--- config.mk ---
export PLATFORM = sky130hd
export DESIGN_NAME = wdt_window
export DESIGN_NICKNAME = d
export VERILOG_FILES = /design/src/rtl/wdt_pkg.sv /design/src/rtl/wdt_prescaler.sv /design/src/rtl/wdt_window.sv
export SDC_FILE = /design/constraint.sdc
export NUM_CORES = 1
export LEC_CHECK = 0
export ABC_AREA = 1
export CAP_MARGIN = 20
export CORE_MARGIN = 8
export CORE_UTILIZATION = 25
export DETAILED_ROUTE_END_ITERATION = 6
export GPL_TIMING_DRIVEN = 0
export HOLD_SLACK_MARGIN = 0.05
export PLACE_DENSITY = 0.43
export SLEW_MARGIN = 20
export SYNTH_ARGS = -nofsm -noshare
export SYNTH_HDL_FRONTEND = slang
export SYNTH_HIERARCHICAL = 1
export SYNTH_SLANG_ARGS = --single-unit
export TNS_END_PERCENT = 1
--- constraint.sdc ---
create_clock -name clk -period 5.75 [get_ports clk]
set_input_delay 1.15 -clock clk [delete_from_list [all_inputs] [get_ports clk]]
set_output_delay 1.15 -clock clk [all_outputs]
set_load 0.03 [all_outputs]
--- src/rtl/wdt_pkg.sv ---
// Shared types and constants for the windowed watchdog (wdt_window).
package wdt_pkg;

  typedef enum logic [1:0] {
    IDLE = 2'd0,
    RUN  = 2'd1,
    WARN = 2'd2,
    BITE = 2'd3
  } wdt_state_t;

  localparam logic [1:0] CAUSE_NONE  = 2'b00;
  localparam logic [1:0] CAUSE_TMO   = 2'b01;
  localparam logic [1:0] CAUSE_EARLY = 2'b10;

endpackage

--- src/rtl/wdt_prescaler.sv ---
// Tick generator: one tick every PRESCALE clk cycles while run is high.
module wdt_prescaler #(
  parameter int PRESCALE = 1
) (
  input  logic clk,
  input  logic rst,
  input  logic run,
  input  logic clr,
  output logic tick
);

  localparam int PW = (PRESCALE > 1) ? $clog2(PRESCALE) : 1;
  localparam logic [PW-1:0] LAST = PW'(PRESCALE - 1);

  logic [PW-1:0] pre_q, pre_d;

  assign tick = run & (pre_q == LAST);

  always_comb begin
    pre_d = pre_q + PW'(1);
    if (!run || clr || tick) pre_d = '0;
  end

  always_ff @(posedge clk or posedge rst) begin
    if (rst) pre_q <= '0;
    else     pre_q <= pre_d;
  end

endmodule

--- src/rtl/wdt_window.sv ---
// Windowed watchdog: prescaled down-counter, warning stage, fixed-length bite pulse.
// Define WDT_WINDOW_EN to treat kicks above the window threshold as violations.
module wdt_window
  import wdt_pkg::*;
#(
  parameter int CNT_W     = 24,
  parameter int PRESCALE  = 1,
  parameter int RST_PULSE = 4
) (
  input  logic             clk,
  input  logic             rst,
  input  logic             en,
  input  logic             kick,
  input  logic             ld_en,
  input  logic [CNT_W-1:0] ld_cnt,
  input  logic [CNT_W-1:0] ld_warn,
  input  logic [CNT_W-1:0] ld_win,
  output logic             rst_sys,
  output logic             rst_int,
  output logic [CNT_W-1:0] cnt,
  output logic [1:0]       rst_cause
);

  localparam int PLW = (RST_PULSE > 1) ? $clog2(RST_PULSE) : 1;
  localparam logic [PLW-1:0] PLS_LAST = PLW'(RST_PULSE - 1);

  wdt_state_t       state_q, state_d;
  logic [CNT_W-1:0] cnt_q, cnt_d;
  logic [CNT_W-1:0] tmo_q, tmo_d;
  logic [CNT_W-1:0] warn_q, warn_d;
  logic [1:0]       cause_q, cause_d;
  logic [PLW-1:0]   pls_q, pls_d;
  logic [CNT_W-1:0] dec;
  logic             early;
  logic             tick;
  logic             pre_clr;

`ifdef WDT_WINDOW_EN
  logic [CNT_W-1:0] win_q, win_d;
  assign early = kick & (cnt_q > win_q);
`else
  logic unused_win;
  assign unused_win = ^ld_win;
  assign early      = 1'b0;
`endif

  // Saturating decrement so the counter never wraps below zero.
  assign dec = (cnt_q == '0) ? '0 : cnt_q - CNT_W'(1);

  wdt_prescaler #(.PRESCALE(PRESCALE)) u_pre (
    .clk  (clk),
    .rst  (rst),
    .run  ((state_q == RUN) || (state_q == WARN)),
    .clr  (pre_clr),
    .tick (tick)
  );

  always_comb begin
    state_d = state_q;
    cnt_d   = cnt_q;
    tmo_d   = tmo_q;
    warn_d  = warn_q;
    cause_d = cause_q;
    pls_d   = '0;
    pre_clr = 1'b0;
`ifdef WDT_WINDOW_EN
    win_d   = win_q;
`endif
    if (state_q == BITE) begin
      if (pls_q == PLS_LAST) begin
        cnt_d   = tmo_q;
        state_d = en ? RUN : IDLE;
      end else begin
        pls_d = pls_q + PLW'(1);
      end
    end else if (ld_en) begin
      tmo_d   = (ld_cnt == '0) ? CNT_W'(1) : ld_cnt;
      warn_d  = ld_warn;
`ifdef WDT_WINDOW_EN
      win_d   = ld_win;
`endif
      cnt_d   = tmo_d;
      cause_d = CAUSE_NONE;
      state_d = (state_q == IDLE) ? IDLE : RUN;
      pre_clr = 1'b1;
    end else if (state_q == IDLE) begin
      cnt_d = tmo_q;
      if (en) state_d = RUN;
    end else if (!en) begin
      cnt_d   = tmo_q;
      state_d = IDLE;
    end else if (kick) begin
      if (early) begin
        state_d = BITE;
        cause_d = CAUSE_EARLY;
      end else begin
        cnt_d   = tmo_q;
        state_d = RUN;
        pre_clr = 1'b1;
      end
    end else if (tick) begin
      cnt_d = dec;
      if (dec == '0) begin
        state_d = BITE;
        cause_d = CAUSE_TMO;
      end else if (state_q == RUN && warn_q != '0 && dec <= warn_q) begin
        state_d = WARN;
      end
    end
    if (state_d == RUN && state_q != RUN) pre_clr = 1'b1;
  end

  always_ff @(posedge clk or posedge rst) begin
    if (rst) begin
      state_q <= IDLE;
      cnt_q   <= '0;
      tmo_q   <= '0;
      warn_q  <= '0;
      cause_q <= CAUSE_NONE;
      pls_q   <= '0;
    end else begin
      state_q <= state_d;
      cnt_q   <= cnt_d;
      tmo_q   <= tmo_d;
      warn_q  <= warn_d;
      cause_q <= cause_d;
      pls_q   <= pls_d;
    end
  end

`ifdef WDT_WINDOW_EN
  always_ff @(posedge clk or posedge rst) begin
    if (rst) win_q <= '0;
    else     win_q <= win_d;
  end
`endif

  assign rst_sys   = (state_q == BITE);
  assign rst_int   = (state_q == WARN);
  assign cnt       = cnt_q;
  assign rst_cause = cause_q;

endmodule

==> reports/qor.txt, run 1 <==
NumNets Final: 973
Lkg Pwr: 3.38 nW
Vias in the first global route: 5,444
Critical path depth: 9
Clock Sink Count: 78
RePlAce Congestion: 0.840
Final period util: 61.4%
Fin worst setup slack: 2.22 ns
Avg WL per Cell: 18.0 um
P_sw: 0.835 mW
RR Endpoint: state_q[0]
Post-CTS setup buffer count: 0
Hold-fix buffers, CTS: 0
Final ANT Viol Nets: 0
Max-cap violations: 0
Die area: 26,700 um^2
Clk Latency, worst-skew pair: 0.36 ns
Largest stage delay on the critical path: 0.44 ns
Clock transition at the registers of the reported paths: 0.07 ns
Placed Cells: 1,134
WL final: 20,700 um
Hold Fails Final Rpt: 0
Initial DRT Pass Iterations: 5
Largest net degree at the start of global routing: 53
CP Capture Type: register
Initial DRC count: 387
Final hold slack: 0.433 ns
Switching share of power: 39.7%
Initial antenna violation count: 0
Hpwl dp: 16,700 um
Skew final: 0.00922 ns
Worst EP required: 5.99 ns
Worst reg2reg path depth: 21
Max Slew Vio Count: 0
CTS tree: done
Seq pwr share: 33.0%
Post-Syn Area: 5430 um^2
Share of cells above drive strength 1: 5.98%
PD cells: 304 nW/um^2
Area delta synth->final: 27.4%
Final min period: 3.53 ns
Setup crit start: ld_en
CP Launch Type: input pin
Gr usage total: 16.0%
Worst-path maximum fanout: 10
Htree depth: 3
Status: finished clean
Setup Viol. Count Final: 0
Initial Util: 25.2%
Syn_area_per_cell: 7.01 um^2
Syn_nets: 882
DRC: 0
PostCTS Resize Cnt: 0
CTS Buf Count: 9
Comb power frac: 36.6%
Delay-heaviest family, CP: buffers and inverters
Syn Inst Count: 774
Number of top-level pins: 105
Min-Delay Path Class: reg2reg
R2R Setup Slk: 2.30 ns
Crit path capture: cnt[19]
Layout Cells excl Fill: 1,150
Core area: 21,600 um^2
Crit-path slowest cell: clkdlybuf4s50_1
Root Buffer Master: clkbuf_16
PortBufs: 79
Setup CP Type: in2reg
Site Rows: 54
Worst r2r src: cnt[0]
Syn. warnings: 6
CP Cell Sequence: clkdlybuf4s50_1 -> nor2_1 -> clkinv_1 -> nor2_4 -> nand2_1 -> nand2_2 -> buf_2 -> a21oi_1 -> a32oi_1
Global route overflow: 0
Slew headroom: 46.2%
First-pass GRT wire length: 32,200 um
Pre-CTS setup slack: 1.92 ns
Die W: 163 um
Via count: 5,381
Fmax: 0.283 GHz
Via-to-Cell Ratio: 4.68
Clock Power Share: 30.4%
Hold Crit Start: pls_q[0]
Slew @ Worst Pin: 0.800 ns
Total power: 2.10 mW
# diodes: 0
Setup TNS: 0 ns
WP buf/inv: 3
Critical Path AT: 3.77 ns
Die Span Y: 163 um
RSZ-0062 raised after global routing: no
Max VDD drop: 0.151 mV
Max clock buf depth: 2
P_int: 1.27 mW
## power groups by stage
stage                     clock network, mW  registers [mW]  logic [mW]
after floorplan                           0           0.742       0.422
after global placement                    0           0.704       0.769
after detailed placement                  0           0.705       0.770
after CTS                             0.651           0.695       0.775
after global routing                  0.674           0.705       0.867
final                                 0.639           0.694       0.769
## state kept, by name, summed over array words and instances, names as in the netlist
signal	flops
cnt	24
tmo_q	24
warn_q	24
pls_q	2
state_q	2
rst_cause	1
u_pre/pre_q	1
## cell usage in the layout, fill, tap and decap left out, types with 11 or more instances in the layout
cell	instances
nand2_1	191
inv_1	132
clkdlybuf4s50_1	79
dfrtp_1	78
nor2_1	63
o21ai_0	54
nand3_1	51
a21oi_1	40
ha_1	31
nand4_1	18
a32oi_1	15
clkbuf_1	14
nor2_2	11
## per-stage QoR
step / utilization [%] / instance area (um^2)
2_1_floorplan: - / 5430
3_3_place_gp: 30.5 / 6570
3_5_place_dp: 30.6 / 6590
4_1_cts: 32.1 / 6920
5_1_grt: 32.1 / 6920
6_report: 32.1 / 6920
## how the worst min path moves through the flow
stage	cells after the start	end	slack, ns
floorplan	1	pls_q[0]	0.41
finish	1	pls_q[0]	0.43
detailed placement	1	pls_q[0]	0.42
global route	1	pls_q[0]	0.45
CTS	1	pls_q[0]	0.43
global placement	1	pls_q[0]	0.43
## final cells by class
| type | instances | area [um^2] |
|---|---|---|
| Inverter | 136 | 513 |
| Fill cell | 2337 | 14600 |
| Tap cell | 280 | 350 |
| Multi-Input combinational cell | 537 | 2860 |
| Timing Repair Buffer | 80 | 811 |
| Sequential cell | 78 | 1950 |
| Clock buffer | 10 | 229 |
| Clock inverter | 6 | 93.8 |
| Buffer | 23 | 109 |
## layer usage
layer | track usage [%] | part of all wire, % | vias to the layer above
met1 | 21.6 | 47 | 2545
met2 | 25.7 | 46 | 120
li1 | - | - | 2693
met3 | 2.39 | 4.3 | 23
met4 | 5.46 | 2.2 | 0
met5 | 0 | 0 | -
(Power assumes the default switching activity.)
==> run 2, diff against run 1 <==
- clock period: 5.75 -> 3.7 ns (I/O delays scaled with it)
==> reports/qor.txt, run 2 (synthesized netlist as in run 1, its figures left out) <==
Status: finished clean
Initial antenna violation count: 0
FILL cells: 2,335
Area delta synth->final: 27.4%
Switching share of power: 39.7%
Max clock buf depth: 2
Final hold slack: 0.433 ns
Die area: 26,700 um^2
FF/Latch Area: 1950 um^2
Vias in the first global route: 5,444
Global route overflow: 0
PD cells: 472 nW/um^2
Htree depth: 3
Worst-path maximum fanout: 8
RSZ-0062 raised after global routing: no
DRC: 0
P_sw: 1.30 mW
Post-CTS setup buffer count: 0
Setup CP Type: reg2reg
Clk Latency, worst-skew pair: 0.36 ns
Critical Path AT: 3.49 ns
Clock transition at the registers of the reported paths: 0.06 ns
Via-to-Cell Ratio: 4.68
Setup Viol. Count Final: 0
Worst EP required: 3.95 ns
Via count: 5,378
Slew @ Worst Pin: 0.811 ns
# diodes: 0
Number of top-level pins: 105
Lkg Pwr: 3.37 nW
Clock Sink Count: 78
WL final: 20,700 um
PortBufs: 79
Commonest non-fill, non-tap cell in the layout: nand2_1
Slew headroom: 45.4%
R2R Setup Slk: 0.46 ns
Site Rows: 54
Placed Cells: 1,134
Fmax: 0.308 GHz
Share of cells above drive strength 1: 6.21%
Hpwl dp: 16,700 um
NumNets Final: 973
CTS Buf Count: 9
Max VDD drop: 0.234 mV
Min-Delay Path Class: reg2reg
RePlAce Congestion: 0.840
Root Buffer Master: clkbuf_16
Max Slew Vio Count: 0
Final min period: 3.24 ns
First-pass GRT wire length: 32,200 um
Most frequent cells in the layout: nand2_1, inv_1, clkdlybuf4s50_1, dfrtp_1, nor2_1
Die Span Y: 163 um
Gr usage total: 16.0%
Core area: 21,600 um^2
Initial DRT Pass Iterations: 5
Hold-fix buffers, CTS: 0
CTS tree: done
Final period util: 87.7%
CP Launch Type: register
Hold Fails Final Rpt: 0
Layout Cells excl Fill: 1,150
Clock Power Share: 30.4%
Max-cap violations: 0
Worst reg2reg path depth: 21
Comb power frac: 36.6%
Initial DRC count: 362
Die W: 163 um
Largest net degree at the start of global routing: 53
Seq pwr share: 33.0%
Avg WL per Cell: 18.0 um
Final ANT Viol Nets: 0
Initial Util: 25.2%
Skew final: 0.00980 ns
CP Capture Type: register
Setup TNS: 0 ns
Area of the multi-input gates: 2860 um^2
P_int: 1.97 mW
Hold Crit Depth: 1
==> run 2: changes by cell type in the layout (fill, tap and decap cells not counted) <==
cell    delta
inv_2      +1
nor2_1     -1
inv_1      -1
nor2_2     +1
==> run 2: power groups by stage <==
stage / logic (mW) / clock network [mW] / registers [mW]
floorplan: 0.655 / 0 / 1.15
global placement: 1.20 / 0 / 1.09
detailed placement: 1.20 / 0 / 1.10
CTS: 1.20 / 1.01 / 1.08
global route: 1.35 / 1.05 / 1.10
finish: 1.19 / 0.993 / 1.08
==> run 2: cell type report <==
| cell class | instances | share of cell area [%] |
|---|---|---|
| Clock buffer | 10 | 3.31 |
| Timing Repair Buffer | 80 | 11.7 |
| Multi-Input combinational cell | 537 | 41.3 |
| Buffer | 23 | 1.57 |
| Clock inverter | 6 | 1.36 |
| Sequential cell | 78 | 28.2 |
| Inverter | 136 | 7.42 |
| Tap cell | 280 | 5.06 |
==> run 2: what timing repair did <==
action                     CTS  global route
setup endpoints to repair    0             1
hold endpoints to repair     0             0
resized for setup            0             2
==> run 2: worst max-delay path, cell delays in order (launching register included) <==
cell and delay (ns):
dfrtp_1 0.39, inv_2 0.16, ha_1 0.30, nand2_2 0.14
nor2_2 0.21, nand4_1 0.12, nand3_1 0.19, inv_1 0.12
ha_1 0.29, nand2_1 0.06, nor2_1 0.14, nand4_1 0.16
nor2_1 0.18, nand4_1 0.09, nand2_1 0.10, nand2_1 0.08
a21oi_1 0.13, nand2_1 0.06, nand2_1 0.05, nand2_1 0.05
nand2_1 0.07, inv_1 0.04
==> run 2: stage by stage <==
stage	util [%]	cell area [um^2]	total power, mW	worst slack [ns]
after global placement	30.5	6570	2.29	-0.635
after global routing	32.1	6920	3.49	0.0784
final	32.1	6920	3.27	0.457
after detailed placement	30.6	6590	2.29	0.272
after CTS	32.1	6920	3.30	0.264
after floorplan	-	5430	1.81	0.846
==> run 2: worst paths after layout <==
check                              endpoint      from
worst min register to register     pls_q[0]  pls_q[0]
min in group asynchronous       u_pre/pre_q       rst
worst max-delay path             state_q[0]    cnt[0]
worst min-delay path               pls_q[0]  pls_q[0]
worst max register to register   state_q[0]    cnt[0]
max in group asynchronous         tmo_q[21]       rst
==> run 2: per-layer routing <==
layer  vias up  GRT usage [%]  wire, um
li1       2694              -         -
met1      2542           21.6      9760
met2       120           25.7      9630
met3        22           2.39       851
met4         0           5.46       450
met5         -              0         0
==> run 3, diff against run 2 <==
- SETUP_SLACK_MARGIN: not set -> 0.02
==> results of run 3 <==
Same layout as run 2: the final DEF is identical, and so are final timing and power.
